File: src/rtl/cr_kme_body_param.sv
// -----------------------------------------------------------------------------
// cr_kme_body_param
//   Shared parameter helpers for the KME key-op width converters.
//   - lane_width(ratio): width of a lane count that must represent 0..ratio.
//     The downsizer uses the same helper.
//   - upsizer_params_ok(in_w, ratio): legal-range test for the upsizer
//     parameters. The instantiating module turns a false result into an
//     elaboration-time $error.
// -----------------------------------------------------------------------------
package cr_kme_body_param;

    function automatic int lane_width(input int ratio);
        return $clog2(ratio + 1);
    endfunction

    function automatic bit upsizer_params_ok(input int in_w, input int ratio);
        return (ratio >= 2) && (in_w >= 8);
    endfunction

endpackage

File: src/rtl/cr_kme_kop_upsizer_hold.sv
// -----------------------------------------------------------------------------
// cr_kme_kop_upsizer_hold
//   Single-entry valid/stall holding register. A loaded entry stays stable
//   until the downstream takes it (out_valid & ~out_stall).
//
//   Callers must only assert load when the slot is empty or draining in the
//   same cycle, i.e. when ~(out_valid & out_stall). When a drain and a load
//   happen in the same cycle, the entry is replaced with no bubble.
//
//   The data is cleared by reset only. It is not cleared on drain, so that
//   callers can reuse the previous entry's contents.
//
// Ports
//   clk        in   clock
//   rst_n      in   synchronous active-low reset
//   load       in   write load_data into the slot (marks it valid)
//   load_data  in   W-bit entry
//   out_stall  in   downstream cannot take the entry this cycle
//   out_valid  out  slot holds an entry
//   out_data   out  held entry (registered)
// -----------------------------------------------------------------------------
module cr_kme_kop_upsizer_hold #(
    parameter int W = 8
) (
    input  logic         clk,
    input  logic         rst_n,
    input  logic         load,
    input  logic [W-1:0] load_data,
    input  logic         out_stall,
    output logic         out_valid,
    output logic [W-1:0] out_data
);

    logic         valid_reg;
    logic [W-1:0] data_reg;

    always_ff @(posedge clk) begin
        if (!rst_n) begin
            valid_reg <= 1'b0;
            data_reg  <= '0;
        end else if (load) begin
            valid_reg <= 1'b1;
            data_reg  <= load_data;
        end else if (!out_stall) begin
            // The entry (if any) transfers this cycle.
            valid_reg <= 1'b0;
        end
    end

    assign out_valid = valid_reg;
    assign out_data  = data_reg;

endmodule

File: src/rtl/cr_kme_kop_upsizer_xn.sv
// -----------------------------------------------------------------------------
// cr_kme_kop_upsizer_xn
//   Packs RATIO consecutive IN_DATA_SIZE-bit beats into one OUT_DATA_SIZE-bit
//   word. Beat k of a word goes to lane k; lane 0 is bits [IN_DATA_SIZE-1:0].
//   An eof beat completes the word early. The next frame then starts at
//   lane 0.
//
//   The completed word is valid on the cycle after its completing beat.
//   Throughput is one beat per cycle. The held word can drain and be
//   reloaded in the same cycle.
//
// Build option
//   KME_UPSIZER_ZERO_FILL_EN
//     defined   : unused lanes of a short word are zero, and the accumulation
//                 lanes clear whenever a word completes.
//     undefined : unused lanes of a short word keep the previous word's lane
//                 contents. Consumers must qualify the data with
//                 upsizer_out_num_lanes.
//
// Ports
//   clk                    in   clock
//   rst_n                  in   synchronous active-low reset
//   in_upsizer_valid       in   input beat present
//   in_upsizer_eof         in   beat is last of its frame
//   in_upsizer_data        in   beat payload
//   upsizer_in_stall       out  upstream must hold off (combinational)
//   upsizer_out_valid      out  output word present
//   upsizer_out_eof        out  word holds the last beat of a frame
//   upsizer_out_num_lanes  out  valid lanes in the word (1..RATIO)
//   upsizer_out_data       out  packed word
//   out_upsizer_stall      in   downstream cannot take a word this cycle
// -----------------------------------------------------------------------------
module cr_kme_kop_upsizer_xn
    import cr_kme_body_param::*;
#(
    parameter  int IN_DATA_SIZE  = 128,
    parameter  int RATIO         = 2,
    localparam int OUT_DATA_SIZE = IN_DATA_SIZE * RATIO,
    localparam int LANE_W        = lane_width(RATIO)
) (
    input  logic                     clk,
    input  logic                     rst_n,
    input  logic                     in_upsizer_valid,
    input  logic                     in_upsizer_eof,
    input  logic [IN_DATA_SIZE-1:0]  in_upsizer_data,
    output logic                     upsizer_in_stall,
    output logic                     upsizer_out_valid,
    output logic                     upsizer_out_eof,
    output logic [LANE_W-1:0]        upsizer_out_num_lanes,
    output logic [OUT_DATA_SIZE-1:0] upsizer_out_data,
    input  logic                     out_upsizer_stall
);

    localparam int HOLD_W = OUT_DATA_SIZE + LANE_W + 1;

    generate
        if (!upsizer_params_ok(IN_DATA_SIZE, RATIO)) begin : g_param_err
            $error("cr_kme_kop_upsizer_xn: need RATIO >= 2 and IN_DATA_SIZE >= 8");
        end
    endgenerate

    logic [LANE_W-1:0]                   lane_reg;
    logic [LANE_W-1:0]                   lane_next;
    logic                                accept;
    logic                                last_lane;
    logic                                complete;
    logic [RATIO-1:0][IN_DATA_SIZE-1:0]  word_next;
    logic [RATIO-1:0][IN_DATA_SIZE-1:0]  stale_lanes;
    logic [HOLD_W-1:0]                   hold_in;
    logic [HOLD_W-1:0]                   hold_out;

    // Every beat is gated by the stall, so a held-and-stalled word freezes
    // the accumulation as well.
    assign upsizer_in_stall = upsizer_out_valid & out_upsizer_stall;
    assign accept           = in_upsizer_valid & ~upsizer_in_stall;
    assign last_lane        = (lane_reg == LANE_W'(RATIO - 1));
    assign complete         = accept & (last_lane | in_upsizer_eof);
    assign stale_lanes      = upsizer_out_data;

    always_comb begin
        lane_next = lane_reg;
        if (complete) begin
            lane_next = '0;
        end else if (accept) begin
            lane_next = lane_reg + LANE_W'(1);
        end
    end

    always_ff @(posedge clk) begin
        if (!rst_n) begin
            lane_reg <= '0;
        end else begin
            lane_reg <= lane_next;
        end
    end

    // Per-lane assembly of the word being completed. Lanes below lane_reg come
    // from the accumulation, the current lane comes from the incoming beat,
    // and lanes above it are fill. The top lane is only ever written by a
    // completing beat, so it has no accumulation storage.
    genvar gi;
    generate
        for (gi = 0; gi < RATIO; gi++) begin : g_lane
            logic [IN_DATA_SIZE-1:0] fill;
`ifdef KME_UPSIZER_ZERO_FILL_EN
            assign fill = '0;
`else
            // Reuse what the holding register already carries, so the
            // short-word upper lanes need no extra muxing or clearing.
            assign fill = stale_lanes[gi];
`endif
            if (gi < RATIO - 1) begin : g_acc
                logic [IN_DATA_SIZE-1:0] acc_reg;
                logic [IN_DATA_SIZE-1:0] lane_word;

                always_ff @(posedge clk) begin
                    if (!rst_n) begin
                        acc_reg <= '0;
`ifdef KME_UPSIZER_ZERO_FILL_EN
                    end else if (complete) begin
                        acc_reg <= '0;
`endif
                    end else if (accept && (lane_reg == LANE_W'(gi))) begin
                        acc_reg <= in_upsizer_data;
                    end
                end

                always_comb begin
                    lane_word = fill;
                    if (LANE_W'(gi) < lane_reg) begin
                        lane_word = acc_reg;
                    end else if (LANE_W'(gi) == lane_reg) begin
                        lane_word = in_upsizer_data;
                    end
                end

                assign word_next[gi] = lane_word;
            end else begin : g_top
                assign word_next[gi] = last_lane ? in_upsizer_data : fill;
            end
        end
    endgenerate

    assign hold_in = {in_upsizer_eof, lane_reg + LANE_W'(1), word_next};

    cr_kme_kop_upsizer_hold #(
        .W (HOLD_W)
    ) u_hold (
        .clk       (clk),
        .rst_n     (rst_n),
        .load      (complete),
        .load_data (hold_in),
        .out_stall (out_upsizer_stall),
        .out_valid (upsizer_out_valid),
        .out_data  (hold_out)
    );

    assign {upsizer_out_eof, upsizer_out_num_lanes, upsizer_out_data} = hold_out;

endmodule

File: config.mk
export PLATFORM = sky130hd
export DESIGN_NAME = cr_kme_kop_upsizer_xn
export DESIGN_NICKNAME = d
export VERILOG_FILES = /design/src/rtl/cr_kme_body_param.sv /design/src/rtl/cr_kme_kop_upsizer_hold.sv /design/src/rtl/cr_kme_kop_upsizer_xn.sv
export SDC_FILE = /design/constraint.sdc
export NUM_CORES = 1
export LEC_CHECK = 0
export BUFFER_PORTS_ARGS = -buffer_cell sky130_fd_sc_hd__buf_4
export CAP_MARGIN = 10
export CORE_UTILIZATION = 58
export DETAILED_ROUTE_END_ITERATION = 7
export PLACE_DENSITY = 0.87
export SYNTH_ARGS = -nofsm -noshare
export SYNTH_HDL_FRONTEND = slang
export SYNTH_SLANG_ARGS = --single-unit
File: constraint.sdc
create_clock -name clk -period 3.48 [get_ports clk]
set_input_delay 0 -clock clk [delete_from_list [all_inputs] [get_ports clk]]
set_output_delay 0 -clock clk [all_outputs]
set_load 0.05 [all_outputs]
==> run metrics, run 1 <==
clock tree sinks=390; hpwl dp=28800 um; remaining global-route overflow=0; Synth cell types=22; routability cong.=0.828; port buffer count=393; sequential fraction of the synthesis area=0.490; routed wire length=51400 um; # DRC=0; Die ar.=0.0282 sq mm; Max stage delay on crit path=0.92 ns; Max Cap Viol=0; first-pass GRT wire length=80900 um; First-pass DRT Iterations=8; Fin Clk Skew=0.0130 ns; largest net degree at the start of global routing=235; Max FO, Critical Path=96; I/O pin count=394; H-tree depth=2; CTS resizes=0; share of cells above drive strength 1=0.223; initial antenna violation count=1; combinational fraction of design power=0.219; minimum clock period=2.51 ns; nets@finish=2291; Placed Area=0.0188 sq mm; Synth Register Bits=390; Worst-path clk slew=0.06 ns; Pint=8300 uW; Clock Tree Buf Depth=3; CTS tree=done; worst slew pin tran=1.21 ns; iteration-0 DRC count of the detailed router=1823; critical path type=reg -> reg; NetSw=3710 uW; core area=0.0270 sq mm; CP max stage cell=buf_4; outcome=finished clean; Root Driver=clkbuf_16; clock power share=0.366; Synth warnings=0; total CTS buffers=40; Die Y=168 um; crit share post-route=0.721; Post-Layout Inst Area=0.0214 sq mm; Worst-Skew Late Latency=0.52 ns; maximum VDD drop=0.384 mV; Rel. slew slack=0.192; leak pwr=0.0103 uW; critical path arrival=2.95 ns; post-synth net total=1917; number of global-route vias before repair=15200; hold path cells=3; max-slew violations=0; final hold violation count=0; Max Fclk=0.398 GHz; Post-CTS Setup Bufs=0; initial core utilization=0.592; R2R cell count=5; antenna viol nets, final=0; Final setup viols=0; Mean Syn Cell Area=8.95 sq um; pwr/cell area=561 mW/mm^2; worst min path class=in -> reg; fin util=0.795; CP startpoint kind=flip-flop; Cell Rows=60; switch share=0.309; CP cell instances=inv_1 -> ha_4 -> buf_4 -> nand4_1 -> o21ai_1; gr usage total=0.352; Critical Path RT=3.92 ns; P&R area growth vs syn=34.3%; max reg flops=259; Fin Setup TNS=0 ns; via count=16000; synthesized instance count=1782; DR WL/cell=20.3 um; sequential share of power=0.415; Crit. End Element=flip-flop; RSZ-0062 raised after global routing=false; Vias/cell=6.33; Synth Cell Area=0.0159 sq mm; die width=168 um
## power groups by stage
stage	logic, uW	registers [uW]	clock network [uW]
final	2630	4980	4400
after global routing	2750	5010	4600
after CTS	2580	4970	4420
after detailed placement	2450	5070	0
after global placement	2400	5050	0
after floorplan	1020	5710	0
## placed cells by master (no fill, tap or decap), drive strengths merged, types with 62 or more instances in the layout
cell,Yosys,layout
dfxtp,390,390
o211a,128,128
nand2,260,260
dlygate4sd3,0,130
clkbuf,134,62
nand4,256,256
buf,82,418
nand3,129,129
o21ai,257,257
mux2i,130,130
## per-layer routing
layer / routed length (um) / vias to the layer above / part of all wire / GRT usage
li1: - / 7270 / - / -
met1: 19900 / 7640 / 0.39 / 0.428
met2: 24600 / 885 / 0.48 / 0.586
met3: 4200 / 199 / 0.082 / 0.0693
met4: 2790 / 0 / 0.054 / 0.195
met5: 0 / - / 0 / 0
## cell usage after synthesis
cell type / count / area, sq um
xnor2_1: 1 / 8.76
a21oi_1: 1 / 5.00
or2_1: 1 / 6.26
a31o_1: 1 / 8.76
mux2i_1: 130 / 1300
o21a_1: 1 / 7.51
buf_2: 44 / 220
and2_1: 4 / 25.0
clkbuf_1: 134 / 503
buf_1: 28 / 105
dfxtp_1: 390 / 7810
nor3b_1: 2 / 15.0
nand4_1: 256 / 1600
nand3_1: 129 / 646
o21ai_1: 257 / 1290
o211a_1: 128 / 1280
buf_4: 2 / 15.0
inv_1: 2 / 7.51
ha_1: 2 / 25.0
a21boi_1: 1 / 7.51
nand2_1: 260 / 976
buf_6: 8 / 90.1
## cell families (layout without fill, tap and decap cells)
logic type                 Yosys count  after routing  share of synthesized area
AOI/OAI and AO/OA                  389            389                      0.163
xor gates and xnor gates             1              1                   0.000549
adders and majority gates            2              2                    0.00157
buffers and inverters              218            622                     0.0590
DFF                                390            390                      0.490
muxes                              130            130                     0.0816
other                                0              1                          0
and+or+nand+nor                    652            652                      0.205
## worst paths after layout
check                                  start                    endpoint  slack, ns
setup / recovery                 lane_reg[1]        u_hold.out_data[215]       0.97
hold / removal                         rst_n        u_hold.out_data[236]       0.01
setup reg to reg                 lane_reg[1]        u_hold.out_data[215]       0.97
hold reg to reg   g_lane[0].g_acc.acc_reg[7]  g_lane[0].g_acc.acc_reg[7]       0.45
## stage by stage
step / hold slack [ns] / worst slack [ns] / power (uW) / std cells
final: 0.0129 / 0.970 / 12000 / 2528
after global routing: 0.0854 / 0.915 / 12400 / 2528
after CTS: 0.0524 / 1.13 / 12000 / 2527
after detailed placement: 0.252 / 1.14 / 7510 / 2325
after global placement: 0.249 / 1.19 / 7450 / 2325
after floorplan: 0.137 / 1.77 / 6740 / 1782
## cell type report
type / instances / area (sq um)
Sequential cell: 390 / 7810
Multi-Input combinational cell: 1174 / 7250
Fill cell: 1569 / 5540
Timing Repair Buffer: 548 / 4570
Clock buffer: 62 / 1210
Tap cell: 341 / 427
Clock inverter: 10 / 136
Inverter: 2 / 7.51
Antenna cell: 1 / 2.50
## critical path, delay by kind of cell, from the launching register on
kind	cells	cell delay (ns)
buffers and inverters	2	1.05
adder cells (fa/ha/maj)	1	0.45
flip-flops	1	0.31
AND/OR/NAND/NOR	1	0.30
AO/OA/AOI/OAI	1	0.19
## what timing repair did
item,4_1_cts,5_1_grt
hold buffers,130,0
endpoints found under the hold margin,386,0
setup endpoints to repair,0,0
No activity file was read; power rests on OpenSTA's default activity.
==> run 2: changes to the inputs <==
--- a/config.mk
+++ b/config.mk
@@ -7,9 +7,9 @@
 export LEC_CHECK = 0
 export BUFFER_PORTS_ARGS = -buffer_cell sky130_fd_sc_hd__buf_4
 export CAP_MARGIN = 10
-export CORE_UTILIZATION = 58
+export CORE_UTILIZATION = 53
 export DETAILED_ROUTE_END_ITERATION = 7
-export PLACE_DENSITY = 0.87
+export PLACE_DENSITY = 0.8
 export SYNTH_ARGS = -nofsm -noshare
 export SYNTH_HDL_FRONTEND = slang
 export SYNTH_SLANG_ARGS = --single-unit
==> constraint.sdc (replaced) <==
create_clock -name clk -period 2.5 [get_ports clk]
set_input_delay 0 -clock clk [delete_from_list [all_inputs] [get_ports clk]]
set_output_delay 0 -clock clk [all_outputs]
set_load 0.05 [all_outputs]
==> run 2 against run 1 <==
Effect of this change:
- largest cell class unchanged
- hold slack better by 0.19 ns
- utilization is 5.9 points lower
- first-iteration DRC count is 15% lower
- setup slack worse by 0.67 ns
- sequential power is 39% higher
- power is 39% higher
- highest routed layer unchanged
- flip-flop and latch count stayed put
==> run metrics, run 2 (synthesized netlist as in run 1, its figures left out) <==
number of global-route vias before repair=14700; crit share post-route=0.878; Fin Clk Skew=0.0139 ns; share of cells above drive strength 1=0.232; CTS tree=done; CP max stage cell=dlygate4sd3_1; routed wire length=48900 um; H-tree depth=2; final hold violation count=0; via count=15600; Fin Setup TNS=0 ns; multi-input logic area=0.00725 sq mm; final setup margin=0.304 ns; clock tree sinks=390; I/O pin count=394; initial core utilization=0.538; nets@finish=2312; Worst-Skew Late Latency=0.53 ns; minimum clock period=2.20 ns; port buffer count=393; remaining global-route overflow=0; Clock Tree Buf Depth=3; Root Driver=clkbuf_16; Critical Path RT=2.92 ns; core area=0.0296 sq mm; antenna viol nets, final=0; CP startpoint kind=flip-flop; outcome=finished clean; Max stage delay on crit path=0.56 ns; First-pass DRT Iterations=7; # DRC=0; commonest non-fill, non-tap cell in the layout=buf_4; critical path arrival=2.61 ns; iteration-0 DRC count of the detailed router=1542; most frequent cells in the layout=413 x buf_4, 390 x dfxtp_1, 260 x nand2_1; worst slack at placement=0.594 ns; gr usage total=0.303; Die Y=175 um; routability cong.=0.866; metal2 WL=23000 um; Worst-path clk slew=0.06 ns; maximum VDD drop=0.664 mV; Rel. slew slack=0.405; Filler cells=2106; worst min path class=in -> reg; leak pwr=0.0105 uW; max reg flops=259; M1 WL=19500 um; largest net degree at the start of global routing=130; critical path type=reg -> reg; fin util=0.735; Max FO, Critical Path=60; max-slew violations=0; first-pass GRT wire length=76600 um; Seq. cell area=0.00781 sq mm; Vias/cell=6.00; pwr/cell area=766 mW/mm^2; CTS resizes=0; Die ar.=0.0308 sq mm; Post-Layout Inst Area=0.0218 sq mm; Final setup viols=0; die width=175 um; Crit. End Element=flip-flop; initial antenna violation count=2; RSZ-0062 raised after global routing=false; hpwl dp=29500 um; Max Fclk=0.455 GHz; Cell Rows=63; total CTS buffers=41; routed wl met3=3800 um; worst slew pin tran=0.893 ns; P&R area growth vs syn=36.6%; CP cell instances=inv_1 -> ha_4 -> and2_4 -> buf_12 -> o21ai_1 -> dlygate4sd3_1; uppermost layer routed=met4; Max Cap Viol=0; DR WL/cell=18.8 um; Placed Area=0.0191 sq mm
[run 2: cell types whose count changed in the layout (fill, tap and decap cells not counted), sizes merged]
| cell | before | now |
|---|---|---|
| buf | 418 | 436 |
| clkinv | 4 | 12 |
| clkbuf | 62 | 58 |
| bufinv | 3 | 1 |
| dlygate4sd3 | 130 | 132 |
| diode | 1 | 2 |
| inv | 2 | 3 |
[run 2: area by class of cell]
cell class,instances,area share
clock inverters,17,0.00609
diodes,2,0.000230
well taps,390,0.0224
repair buffers,568,0.224
flip-flops and latches,390,0.358
clock buffers,58,0.0561
inverters,2,0.000345
multi-input cells,1174,0.333
[run 2: power breakdown]
| part | internal, uW | leakage [uW] | switching, uW |
|---|---|---|---|
| Combinational | 1290 | 0.00665 | 2420 |
| Sequential | 6670 | 0.00319 | 257 |
| Clock | 3530 | 0.000671 | 2510 |
[run 2: worst max-delay path: cells and delay by family, from the launching register on]
family                     cells  cell delay (ns)
buffers and inverters          3             0.95
adders and majority gates      1             0.37
DFF                            1             0.36
and+or+nand+nor                1             0.25
AOI/OAI and AO/OA              1             0.11
[run 2: path summary, 6_finish.rpt]
path                                     from                           to  slack (ns)  depth (start not counted)
hold / removal               in_upsizer_valid   g_lane[0].g_acc.acc_reg[3]        0.21                          5
setup reg to reg                  lane_reg[0]  g_lane[0].g_acc.acc_reg[15]        0.30                          6
hold reg to reg   g_lane[0].g_acc.acc_reg[76]  g_lane[0].g_acc.acc_reg[76]        0.44                          2
setup / recovery                  lane_reg[0]  g_lane[0].g_acc.acc_reg[15]        0.30                          6
[run 2: repair_timing]
action	CTS	global route
buffers inserted	0	0
hold buffers	132	0
hold endpoints to repair	386	0
[run 2: per-layer routing]
layer  vias to the layer above  GRT usage
met5                         -          0
met4                         0      0.164
met3                       144     0.0684
met2                       685      0.495
met1                      7463      0.372
li1                       7319          -
[run 2: metrics by stage]
step / std cells / power [uW] / hold slack [ns]
6_report: 2601 / 16700 / 0.205
5_1_grt: 2601 / 17300 / 0.212
4_1_cts: 2599 / 16700 / 0.188
3_5_place_dp: 2392 / 10500 / 0.259
3_3_place_gp: 2392 / 10500 / 0.254
2_1_floorplan: 1782 / 9380 / 0.137
